**src/rtl/reimu_shot_ctrl_pkg.sv**
```systemverilog
// rtl/reimu_shot_ctrl_pkg.sv - shared playfield bounds, coordinate width and fire FSM encoding
package reimu_shot_ctrl_pkg;

  localparam int COORD_W = 10;

  localparam logic [COORD_W-1:0] PLAY_TOP_Y    = 10'd25;
  localparam logic [COORD_W-1:0] PLAY_BOTTOM_Y = 10'd465;
  localparam logic [COORD_W-1:0] PLAY_LEFT_X   = 10'd24;
  localparam logic [COORD_W-1:0] PLAY_RIGHT_X  = 10'd430;

  typedef enum logic {
    READY = 1'b0,
    COOL  = 1'b1
  } fire_state_e;

endpackage

```
**src/rtl/reimu_shot_ctrl_slot.sv**
```systemverilog
// rtl/reimu_shot_ctrl_slot.sv - one shot slot: valid/x/y with hit, retire, move and spawn priority
module shot_slot
  import reimu_shot_ctrl_pkg::*;
#(
  parameter int SHOT_SPEED = 14,
  parameter int TOP_Y      = 25
) (
  input  logic               clk22,
  input  logic               rst,
  input  logic               clr,
  input  logic               spawn,
  input  logic [COORD_W-1:0] spawn_x,
  input  logic [COORD_W-1:0] spawn_y,
  input  logic               hit,
  output logic               valid,
  output logic               valid_next,
  output logic [COORD_W-1:0] x,
  output logic [COORD_W-1:0] y
);

  localparam logic [COORD_W-1:0] SPEED    = COORD_W'(SHOT_SPEED);
  localparam logic [COORD_W-1:0] RETIRE_Y = COORD_W'(TOP_Y + SHOT_SPEED);

  logic               valid_q, valid_d;
  logic [COORD_W-1:0] x_q, x_d;
  logic [COORD_W-1:0] y_q, y_d;

  // A live slot never accepts a spawn, so a retiring slot frees up one tick later.
  always_comb begin
    valid_d = valid_q;
    x_d     = x_q;
    y_d     = y_q;
    if (clr) begin
      valid_d = 1'b0;
      x_d     = '0;
      y_d     = '0;
    end else if (valid_q) begin
      if (hit) begin
        valid_d = 1'b0;
      end else if (y_q < RETIRE_Y) begin
        valid_d = 1'b0;
      end else begin
        y_d = y_q - SPEED;
      end
    end else if (spawn) begin
      valid_d = 1'b1;
      x_d     = spawn_x;
      y_d     = spawn_y;
    end
  end

  always_ff @(posedge clk22) begin
    if (rst) begin
      valid_q <= 1'b0;
      x_q     <= '0;
      y_q     <= '0;
    end else begin
      valid_q <= valid_d;
      x_q     <= x_d;
      y_q     <= y_d;
    end
  end

  assign valid      = valid_q;
  assign valid_next = valid_d;
  assign x          = x_q;
  assign y          = y_q;

endmodule

```
**src/rtl/reimu_shot_ctrl.sv**
```systemverilog
// rtl/reimu_shot_ctrl.sv - player shot scheduler: cooldown FSM, slot allocator and live-shot count
module reimu_shot_ctrl
  import reimu_shot_ctrl_pkg::*;
#(
  parameter int NSHOT      = 4,
  parameter int COOLDOWN   = 4,
  parameter int SHOT_SPEED = 14,
  parameter int SPAWN_DY   = 12,
  parameter int TOP_Y      = 25
) (
  input  logic                       clk22,
  input  logic                       rst,
  input  logic                       gamestart,
  input  logic                       shoot,
  input  logic [9:0]                 reimux,
  input  logic [9:0]                 reimuy,
  input  logic [NSHOT-1:0]           hit,
  output logic [NSHOT-1:0]           shot_valid,
  output logic [10*NSHOT-1:0]        shotx,
  output logic [10*NSHOT-1:0]        shoty,
  output logic                       shot_fire,
  output logic [$clog2(NSHOT+1)-1:0] shot_cnt
);

  localparam int CNT_W = $clog2(COOLDOWN + 1);
  localparam int POP_W = $clog2(NSHOT + 1);

  fire_state_e        state_q, state_d;
  logic [CNT_W-1:0]   cnt_q, cnt_d;
  logic               shot_fire_q, shot_fire_d;
  logic [POP_W-1:0]   shot_cnt_q, shot_cnt_d;

  logic [NSHOT-1:0]   free_slots;
  logic [NSHOT-1:0]   first_free;
  logic [NSHOT-1:0]   spawn_vec;
  logic [NSHOT-1:0]   valid_next;
  logic               any_free;
  logic               fire;
  logic [COORD_W-1:0] spawn_y;

  // Allocation looks only at registered validity, isolating the lowest clear bit.
  assign free_slots = ~shot_valid;
  assign first_free = free_slots & (~free_slots + NSHOT'(1));
  assign any_free   = |free_slots;
  assign spawn_vec  = fire ? first_free : '0;
  assign spawn_y    = reimuy - COORD_W'(SPAWN_DY);

  always_comb begin
    state_d = state_q;
    cnt_d   = cnt_q;
    fire    = 1'b0;
    if (gamestart) begin
      state_d = READY;
      cnt_d   = '0;
    end else begin
      case (state_q)
        READY: begin
          if (shoot && any_free) begin
            fire = 1'b1;
            if (COOLDOWN > 1) begin
              state_d = COOL;
              cnt_d   = CNT_W'(COOLDOWN - 1);
            end
          end
        end
        COOL: begin
          if (cnt_q <= CNT_W'(1)) begin
            state_d = READY;
            cnt_d   = '0;
          end else begin
            cnt_d = cnt_q - CNT_W'(1);
          end
        end
        default: begin
          state_d = READY;
          cnt_d   = '0;
        end
      endcase
    end
  end

  always_comb begin
    shot_fire_d = fire;
    shot_cnt_d  = '0;
    for (int i = 0; i < NSHOT; i++) begin
      shot_cnt_d = shot_cnt_d + POP_W'(valid_next[i]);
    end
  end

  always_ff @(posedge clk22) begin
    if (rst) begin
      state_q     <= READY;
      cnt_q       <= '0;
      shot_fire_q <= 1'b0;
      shot_cnt_q  <= '0;
    end else begin
      state_q     <= state_d;
      cnt_q       <= cnt_d;
      shot_fire_q <= shot_fire_d;
      shot_cnt_q  <= shot_cnt_d;
    end
  end

  always_ff @(posedge clk22) begin
    if (!rst && fire) begin
      assert (reimuy > 10'(SPAWN_DY));
    end
  end

  for (genvar i = 0; i < NSHOT; i++) begin : g_slot
    shot_slot #(
      .SHOT_SPEED (SHOT_SPEED),
      .TOP_Y      (TOP_Y)
    ) u_slot (
      .clk22      (clk22),
      .rst        (rst),
      .clr        (gamestart),
      .spawn      (spawn_vec[i]),
      .spawn_x    (reimux),
      .spawn_y    (spawn_y),
      .hit        (hit[i]),
      .valid      (shot_valid[i]),
      .valid_next (valid_next[i]),
      .x          (shotx[10*i +: 10]),
      .y          (shoty[10*i +: 10])
    );
  end

  assign shot_fire = shot_fire_q;
  assign shot_cnt  = shot_cnt_q;

endmodule

```
**config.mk**
```make
export PLATFORM = sky130hd
export DESIGN_NAME = reimu_shot_ctrl
export DESIGN_NICKNAME = d
export VERILOG_FILES = /design/src/rtl/reimu_shot_ctrl_pkg.sv /design/src/rtl/reimu_shot_ctrl_slot.sv /design/src/rtl/reimu_shot_ctrl.sv
export SDC_FILE = /design/constraint.sdc
export NUM_CORES = 1
export LEC_CHECK = 0
export BUFFER_PORTS_ARGS = -buffer_cell sky130_fd_sc_hd__buf_2
export CAP_MARGIN = 20
export CORE_MARGIN = 5
export CORE_UTILIZATION = 49
export DETAILED_ROUTE_END_ITERATION = 10
export PLACE_DENSITY = 0.8
export REMOVE_ABC_BUFFERS = 1
export SLEW_MARGIN = 20
export SYNTH_ARGS = -nofsm -noshare
export SYNTH_HDL_FRONTEND = slang
export SYNTH_SLANG_ARGS = --single-unit
```
**constraint.sdc**
```tcl
create_clock -name clk22 -period 2.5 [get_ports clk22]
set_input_delay 0 -clock clk22 [delete_from_list [all_inputs] [get_ports clk22]]
set_output_delay 0 -clock clk22 [all_outputs]
set_load 0.005 [all_outputs]
```
After elaboration in Yosys (flattened, before gate mapping)
Cells that the tools add are included.
Operators by class
  add/sub/neg operators: 10
  $lt $le $gt $ge: 5
  equality and inequality tests: 9
  multiplexer cells: 45
  bitwise logic cells: 8
  reductions and logical operators: 15
Operators by type and width (count)
  $mux 10: 16
  $sub 10x4->10 const B: 5
  $lt 10x6->1 const B: 4
  $mux 1: 24
  $ne 2x2->1 const B: 9
  $reduce_and 3->1: 4
  $not 4->4: 2
  $reduce_and 2->1: 4
  $reduce_bool 2->1: 4
  $mux 3: 2
  $pmux 3 s2: 1
  $not 1->1: 5
  $add 4x1->4 const B: 1
  $and 4x4->4: 1
  $mux 4: 1
  $reduce_or 4->1: 1
  $add 2x1->3: 1
  $add 3x1->3: 1
  $le 3x1->1 const B: 1
  $sub 3x1->3 const B: 1
  $add 1x1->2: 1
  $pmux 1 s2: 1
  $reduce_or 2->1: 1
  $logic_and 1x1->1: 1
Word-level totals
  register bits: 92
  word-level logic and storage cells: 108

Longest topological paths before layout
Gate-level depths: netlist of run 1.
  depth after elaboration: 13
  gate-level depth with buffers: 11
  mapped depth without buffers: 9

Cells and area by module
Synthesis of run 1 repeated with hierarchy kept, for this count alone.
Second synthesis, totals
  cells, all modules: 566
  area, all modules: 4749.6 µm²
Modules (own cells, without submodules)
  shot_slot: instances 4, cells an instance 126, area each 1046.0 µm², sequential area each 420.4 µm²
  reimu_shot_ctrl: instances 1, cells an instance 62, area each 565.5 µm², sequential area each 160.2 µm²

Worst setup path after synthesis of run 1
Ideal clock, no wire load.
  path kind: register to register
  start: register state_q
  end: register shot_cnt_q[1] (netlist: shot_cnt[1])
  arrival time: 2.433 ns
  slack: -0.046 ns
  stages on the path, launching flop included: 11
  period minus slack after synthesis: 2.546 ns
  cell sequence: dfxtp_1 -> or3b_4 -> buf_6 -> nand2b_1 -> nand2_1 -> nand2b_1 -> fa_1 -> inv_1 -> ha_1 -> ha_1 -> nor2b_1
Between the ends
  longest elaborated chain between the ends: 9
  elaborated cells between the ends (all ways): 18
  those cells by class: 3 x add/sub; 15 x mux
RTL lines
  from (decl): RTL line reimu_shot_ctrl.sv:28  | fire_state_e state_q, state_d;
  from (signal assigned): RTL line reimu_shot_ctrl.sv:97  | state_q <= state_d;
  $mux 1 (*): RTL line reimu_shot_ctrl.sv:56  | case (state_q)
  $mux 1 (*): RTL line reimu_shot_ctrl.sv:52  | if (gamestart) begin
  $mux 4 (*): RTL line reimu_shot_ctrl.sv:45  | assign spawn_vec = fire ? first_free : '0;
  $mux 1: RTL line reimu_shot_ctrl_slot.sv:45  | end else if (spawn) begin
  $mux 1: RTL line reimu_shot_ctrl_slot.sv:37  | end else if (valid_q) begin
  $mux 1: RTL line reimu_shot_ctrl_slot.sv:33  | if (clr) begin
  $add 1x1->2: RTL line reimu_shot_ctrl.sv:86  | shot_cnt_d = shot_cnt_d + POP_W'(valid_next[i]);
  $add 2x1->3: RTL line reimu_shot_ctrl.sv:86
  $add 3x1->3 (*): RTL line reimu_shot_ctrl.sv:86
  via shot_cnt_d[1]: RTL line reimu_shot_ctrl.sv:31  | logic [POP_W-1:0] shot_cnt_q, shot_cnt_d;
  to (signal assigned): RTL line reimu_shot_ctrl.sv:100  | shot_cnt_q <= shot_cnt_d;
  to (decl): RTL line reimu_shot_ctrl.sv:31
Mark *: on every way through the listed nets, which the timed path passes. The rest lies on a longest branch.
A chain may end at the register's enable or synchronous reset.

Final worst setup path of run 1
Ends and elaborated chain as after synthesis.

==> results of run 1 <==
## layout make-up
| class | instances | share of cell area [%] |
|---|---|---|
| Inverter | 21 | 1.29 |
| Clock buffer | 10 | 2.09 |
| Multi-Input combinational cell | 448 | 45.8 |
| Timing Repair Buffer | 170 | 16.7 |
| Sequential cell | 92 | 30.2 |
| Clock inverter | 5 | 1.27 |
| Tap cell | 133 | 2.72 |
## worst min-delay path, stage by stage
cell and delay [ns]:
buf_2 0.14, nand4b_1 0.12, a21oi_1 0.07
## metrics by stage
stage | util [%] | power [mW] | std cells
global route | 62.5 | 2.96 | 879
CTS | 62.2 | 2.85 | 879
global placement | 58.9 | 1.77 | 852
detailed placement | 58.9 | 1.78 | 852
floorplan | - | 1.65 | 561
finish | 62.5 | 2.85 | 879
## cells in the final DEF (no fill, tap or decap), types with 12 or more instances in the layout
cell type,instances
buf_2,115
a211oi_1,12
nand2_1,113
dlygate4sd3_1,12
buf_4,43
nand2b_1,19
o21ai_0,28
a21oi_1,57
dfxtp_1,91
o22ai_1,26
a32o_1,15
inv_1,20
nor2_1,14
## worst paths after layout
| kind | startpoint | endpoint | slack [ns] |
|---|---|---|---|
| hold / removal | hit[1] | g_slot[1].u_slot.y[2] | 0.03 |
| setup reg to reg | state_q | shot_cnt[1] | 0.06 |
| hold reg to reg | g_slot[0].u_slot.x[6] | g_slot[0].u_slot.x[6] | 0.46 |
| setup / recovery | state_q | shot_cnt[1] | 0.06 |
## flip-flops by register name, summed over array words and instances, names as in the netlist
| signal | count |
|---|---|
| state_q | 1 |
| g_slot.u_slot.y | 40 |
| g_slot.u_slot.valid | 4 |
| shot_cnt | 3 |
| shot_fire | 1 |
| cnt_q | 3 |
| g_slot.u_slot.x | 40 |
## cell families (layout without fill, tap and decap cells)
| family | after synthesis | count (layout) | synth area share [%] |
|---|---|---|---|
| simple gates | 227 | 227 | 23.7 |
| compound gates | 199 | 199 | 27.9 |
| flops | 92 | 92 | 37.6 |
| fa+ha+maj | 9 | 9 | 2.45 |
| mux | 4 | 4 | 0.818 |
| buf+inv | 63 | 206 | 5.90 |
| xor+xnor | 9 | 9 | 1.61 |
## power by group through the flow
| stage | logic [mW] | registers, mW | clock network, mW |
|---|---|---|---|
| finish | 0.285 | 1.49 | 1.08 |
| global route | 0.310 | 1.49 | 1.16 |
| CTS | 0.278 | 1.48 | 1.09 |
| detailed placement | 0.262 | 1.52 | 0 |
| global placement | 0.254 | 1.52 | 0 |
| floorplan | 0.129 | 1.52 | 0 |
## metal layers
metal | track usage, % | wire, µm
met1 | 33.6 | 6190
met2 | 42.3 | 7340
met3 | 6.52 | 1740
met4 | 11.5 | 479
met5 | 0 | 0
## what timing repair did
item                                    4_1_cts  5_1_grt
buffers inserted                              0        0
resized for setup                             0        6
endpoints found under the setup margin        0        1
endpoints found under the hold margin        47        0
hold buffers                                 12        0
==> results_dict.tcl, run 1 <==
set metrics [dict create \
    worst_clock_skew_ns 0.0140 \
    final-seq-area_um2 1840 \
    min-delay-path-class "primary input to flop" \
    design_area_um2 6110 \
    antenna-diode-count 0 \
    fp-row-count 36 \
    criticalPathCategory "flop to flop" \
    most_repeated_cell_in_the_gate_level_netlist_after_synthesis "nand2_1" \
    fin_nets 779 \
    report.final.slew_viol_count 0 \
    wl_per_cell_um 17.9 \
    yosysWarnings 0 \
    intPower_mw 2.14 \
    cts_num_sinks 92 \
    hold_violations 0 \
    achievable-frequency_ghz 0.410 \
    grt_util_all_layers_pct 26.4 \
    clock_insertion_delay_worst_skew_ns 0.36 \
    finalWirelength_mm 15.7 \
    crit_path_end_kind "flop" \
    rsz0062_at_grt "false" \
    synth-edff-count 0 \
    worst_setup_path_start_kind "flop" \
    timing.hold.ws_ns 0.0266 \
    first_iter_violations 528 \
    async_flop_share_pct 0 \
    placement.cell_area_um2 5750 \
    place_hpwl_mm 11.1 \
    dp_worst_setup_slack_ns 0.0250 \
    clkPwrFrac_pct 37.9 \
    setup-violations-final 0 \
    power.density_cell_area_nw_per_um2 466 \
    htree_num_levels 3 \
    die_h_um 110 \
    via_count_of_the_first_global_routing_pass 5163 \
    dieWidth_um 110 \
    period_needed_ns 2.44 \
    timing.max_slew.rel_slack_pct 35.7 \
    reported_max_cap_violation_count 0 \
    cp_top_family "adder cells" \
    vias_per_cell 6.07 \
    holdPathStages 3 \
    buffer_ports.inserted 115 \
    run_status "finished clean" \
    worst-endpoint-required_ns 2.76 \
    first_pass_grt_wire_length_mm 25.2 \
    post_synth_instance_area_um2 4900 \
    via_count 5336 \
    synth_top_area_share_pct 37.6 \
    post_synth_num_cell_types 69 \
    worstPathArrival_ns 2.70 \
    worst_ir_drop_vdd_mv 0.373 \
    cts.clk_slew.worst_paths_ns 0.09 \
    globalplace.congestion 0.919 \
    worstMarginPinSlew_ns 0.964 \
    n_fill_cell 858 \
    drtPass1Iterations 6 \
    cts_made_buffers 9 \
    effective_utilization_at_floorplan_pct 50.1 \
    cp_common_cell "ha_1" \
    critical_path.max_stage_delay_ns 0.49 \
    comb_power_share_pct 10.0 \
    switching_share_pct 24.9 \
    finalCritPeriodShare_pct 97.6 \
    portion_of_total_power_attributed_to_sequential_cells_pct 52.1 \
    p_leak_nw 2.56 \
    synth_seq_area_share_pct 37.6 \
    tritoncts "yes" \
    cts-root-to-sink-buffers 2 \
    synth_flop_cell "dfxtp_1" \
    synthesized_area_per_cell_um2 8.12 \
    remaining_drc_errors 0 \
    postSynthRegisterBits 92 \
    globalRoute.totalOverflow 0 \
    flow.area_growth_from_synthesis_pct 24.8 \
    pin_count 116 \
    fin_setup_tns_ns 0 \
    synthCells 603 \
    layout-drive-gt1-share_pct 28.6 \
    timing.critical_path.fanout_max 4 \
    reg2regPathDepth 9 \
    cts-root-buf "clkbuf_8" \
    finalWorstSetupSlack_ns 0.0600 \
    synthTopCellsByArea "dfxtp_1, nand2_1, a21oi_1" \
    path_depth 9 \
    floorplan.core_area_um2 9770 \
    timing.critical_path.slowest_stage_cell "fa_1" \
    worst-path-buf-inv 1 \
    die-area_um2 12100 \
    multiInputGateArea_um2 2800 \
    synthDominantAreaCellType "dfxtp_1" \
    maximum_number_of_pins_on_one_net_before_global_route_repair 45 \
    cp_cell_sequence "or3b_4, o32ai_4, or2_1, nand2b_1, fa_1, inv_1, ha_1, ha_1, nor2b_1" \
    p_switching_uw 711 \
    postRouteAntennaNets 0 \
    synth_commonest_cells "nand2_1, dfxtp_1, a21oi_1" \
    antenna_violations_before_repair 0 \
]
Power figures use the tool's default switching activity.
==> run 2: changes to the inputs <==
--- a/config.mk
+++ b/config.mk
@@ -8,9 +8,10 @@
 export BUFFER_PORTS_ARGS = -buffer_cell sky130_fd_sc_hd__buf_2
 export CAP_MARGIN = 20
 export CORE_MARGIN = 5
-export CORE_UTILIZATION = 49
+export CORE_UTILIZATION = 58
 export DETAILED_ROUTE_END_ITERATION = 10
-export PLACE_DENSITY = 0.8
+export HOLD_SLACK_MARGIN = 0.05
+export PLACE_DENSITY = 0.88
 export REMOVE_ABC_BUFFERS = 1
 export SLEW_MARGIN = 20
 export SYNTH_ARGS = -nofsm -noshare
==> constraint.sdc (replaced) <==
create_clock -name clk22 -period 2.83 [get_ports clk22]
set_input_delay 0 -clock clk22 [delete_from_list [all_inputs] [get_ports clk22]]
set_output_delay 0 -clock clk22 [all_outputs]
set_load 0.005 [all_outputs]
==> run 2 against run 1 <==
Die area decreased by 14%. First-iteration DRC count decreased by 7.6%. Sequential power decreased by 11%. Non-clock buffer count decreased by 19. Sequential share of layout area increased by 1.1 points. Combinational power decreased by 14%.
==> results_dict.tcl, run 2 (synthesis results as in run 1) <==
set metrics [dict create \
    drtPass1Iterations 5 \
    wl_per_cell_um 18.1 \
    p_leak_nw 2.44 \
    cts_num_sinks 92 \
    fin_util_pct 71.7 \
    clock_insertion_delay_worst_skew_ns 0.36 \
    cts-root-to-sink-buffers 2 \
    pin_count 116 \
    worst_setup_path_start_kind "flop" \
    via_count 5244 \
    globalRoute.totalOverflow 0 \
    timing.max_slew.rel_slack_pct 41.3 \
    vias_per_cell 6.30 \
    floorplan.core_area_um2 8220 \
    flow.area_growth_from_synthesis_pct 20.3 \
    finalCritPeriodShare_pct 91.8 \
    worstPathArrival_ns 2.86 \
    rsz0062_at_grt "false" \
    layout_commonest_cell "buf_2" \
    criticalPathCategory "flop to flop" \
    n_fill_cell 624 \
    portion_of_total_power_attributed_to_sequential_cells_pct 54.1 \
    worstMarginPinSlew_ns 0.875 \
    remaining_drc_errors 0 \
    worst_clock_skew_ns 0.0140 \
    totalPowerFinal_mw 2.44 \
    grt_util_all_layers_pct 29.1 \
    min-delay-path-class "primary input to flop" \
    p_switching_uw 694 \
    worst-endpoint-required_ns 3.09 \
    worst_ir_drop_vdd_mv 0.347 \
    reported_max_cap_violation_count 0 \
    maximum_number_of_pins_on_one_net_before_global_route_repair 46 \
    period_needed_ns 2.60 \
    power.density_cell_area_nw_per_um2 413 \
    place_hpwl_mm 10.7 \
    dieWidth_um 102 \
    htree_num_levels 3 \
    postCtsResizedCells 0 \
    layout-drive-gt1-share_pct 26.2 \
    antenna-diode-count 0 \
    tritoncts "yes" \
    layout_common_cells "buf_2, nand2_1, dfxtp_1" \
    effective_utilization_at_floorplan_pct 59.6 \
    antenna_violations_before_repair 0 \
    switching_share_pct 28.5 \
    die_h_um 102 \
    place_inst 803 \
    report.final.slew_viol_count 0 \
    run_status "finished clean" \
    achievable-frequency_ghz 0.385 \
    comb_power_share_pct 10.0 \
    timing.critical_path.fanout_max 13 \
    cts.clk_slew.worst_paths_ns 0.10 \
    fp-row-count 33 \
    finish.cell_count_without_fillers 833 \
    setup-violations-final 0 \
    via_count_of_the_first_global_routing_pass 4908 \
    die-area_um2 10400 \
    hold_violations 0 \
    cts_setup_buffers 0 \
    buffer_ports.inserted 115 \
    first_iter_violations 488 \
    clkPwrFrac_pct 35.9 \
    finalWirelength_mm 15.1 \
    crit_path_end_kind "flop" \
    fin_nets 760 \
    intPower_mw 1.74 \
    cts_made_buffers 9 \
    postRouteAntennaNets 0 \
    first_pass_grt_wire_length_mm 24.3 \
    globalplace.congestion 0.917 \
    cts-root-buf "clkbuf_8" \
]
run 2: changes by cell type in the layout (fill, tap and decap cells not counted), sizes merged:
cell	change
buf	-21
bufinv	-2
clkbuf	-1
dlygate4sd3	+2
inv	+4
run 2: per-stage QoR:
| stage | setup TNS (ns) | setup slack (ns) | area (µm²) | hold slack (ns) |
|---|---|---|---|---|
| detailed placement | 0 | 0.267 | 5560 | 0.239 |
| global route | 0 | 0.0888 | 5890 | 0.0734 |
| global placement | 0 | 0.332 | 5560 | 0.229 |
| finish | 0 | 0.231 | 5890 | 0.0806 |
| CTS | 0 | 0.243 | 5890 | 0.0650 |
| floorplan | -0.737 | -0.334 | 4690 | 0.0716 |
run 2: path summary, 6_finish.rpt:
kind	from	endpoint	slack, ns	cells past startpoint
setup / recovery	g_slot[1].u_slot.valid	shot_cnt[1]	0.23	9
hold / removal	gamestart	g_slot[3].u_slot.y[2]	0.08	3
setup reg to reg	g_slot[1].u_slot.valid	shot_cnt[1]	0.23	9
hold reg to reg	g_slot[1].u_slot.x[7]	g_slot[1].u_slot.x[7]	0.46	2
run 2: repair_timing:
action | CTS | global route
endpoints found under the setup margin | 0 | 0
endpoints found under the hold margin | 50 | 0
hold buffers | 14 | 0
run 2: critical path, cell delays in order (launching register included):
cell and delay (ns):
dfxtp_1 0.58, nand3_1 0.25, o32ai_2 0.28, or2_0 0.18, nand2b_1 0.09, fa_1 0.49, inv_1 0.04, ha_1 0.19
ha_1 0.26, nor2b_1 0.13
run 2: area by class of cell:
class	count	area (µm²)	area share (%)
Sequential cell	92	1840	31.3
Clock buffer	9	124	2.10
Multi-Input combinational cell	448	2770	47.0
Clock inverter	7	67.6	1.15
Timing Repair Buffer	151	881	15.0
Inverter	21	78.8	1.34
Tap cell	105	131	2.23
run 2: power groups by stage:
stage	sequential, mW	combinational, mW	clock (mW)
after global routing	1.32	0.261	0.960
after CTS	1.32	0.237	0.891
after global placement	1.34	0.215	0
after detailed placement	1.35	0.221	0
final	1.32	0.244	0.875
after floorplan	1.35	0.114	0
run 2: routing by layer:
metal  global-route usage, %  share of wire (%)  vias up
met4                    9.18                2.1        0
met1                    38.1                 40     2444
li1                        -                  -     2437
met2                    47.5                 48      330
met5                       0                  0        -
met3                    7.44                 11       33
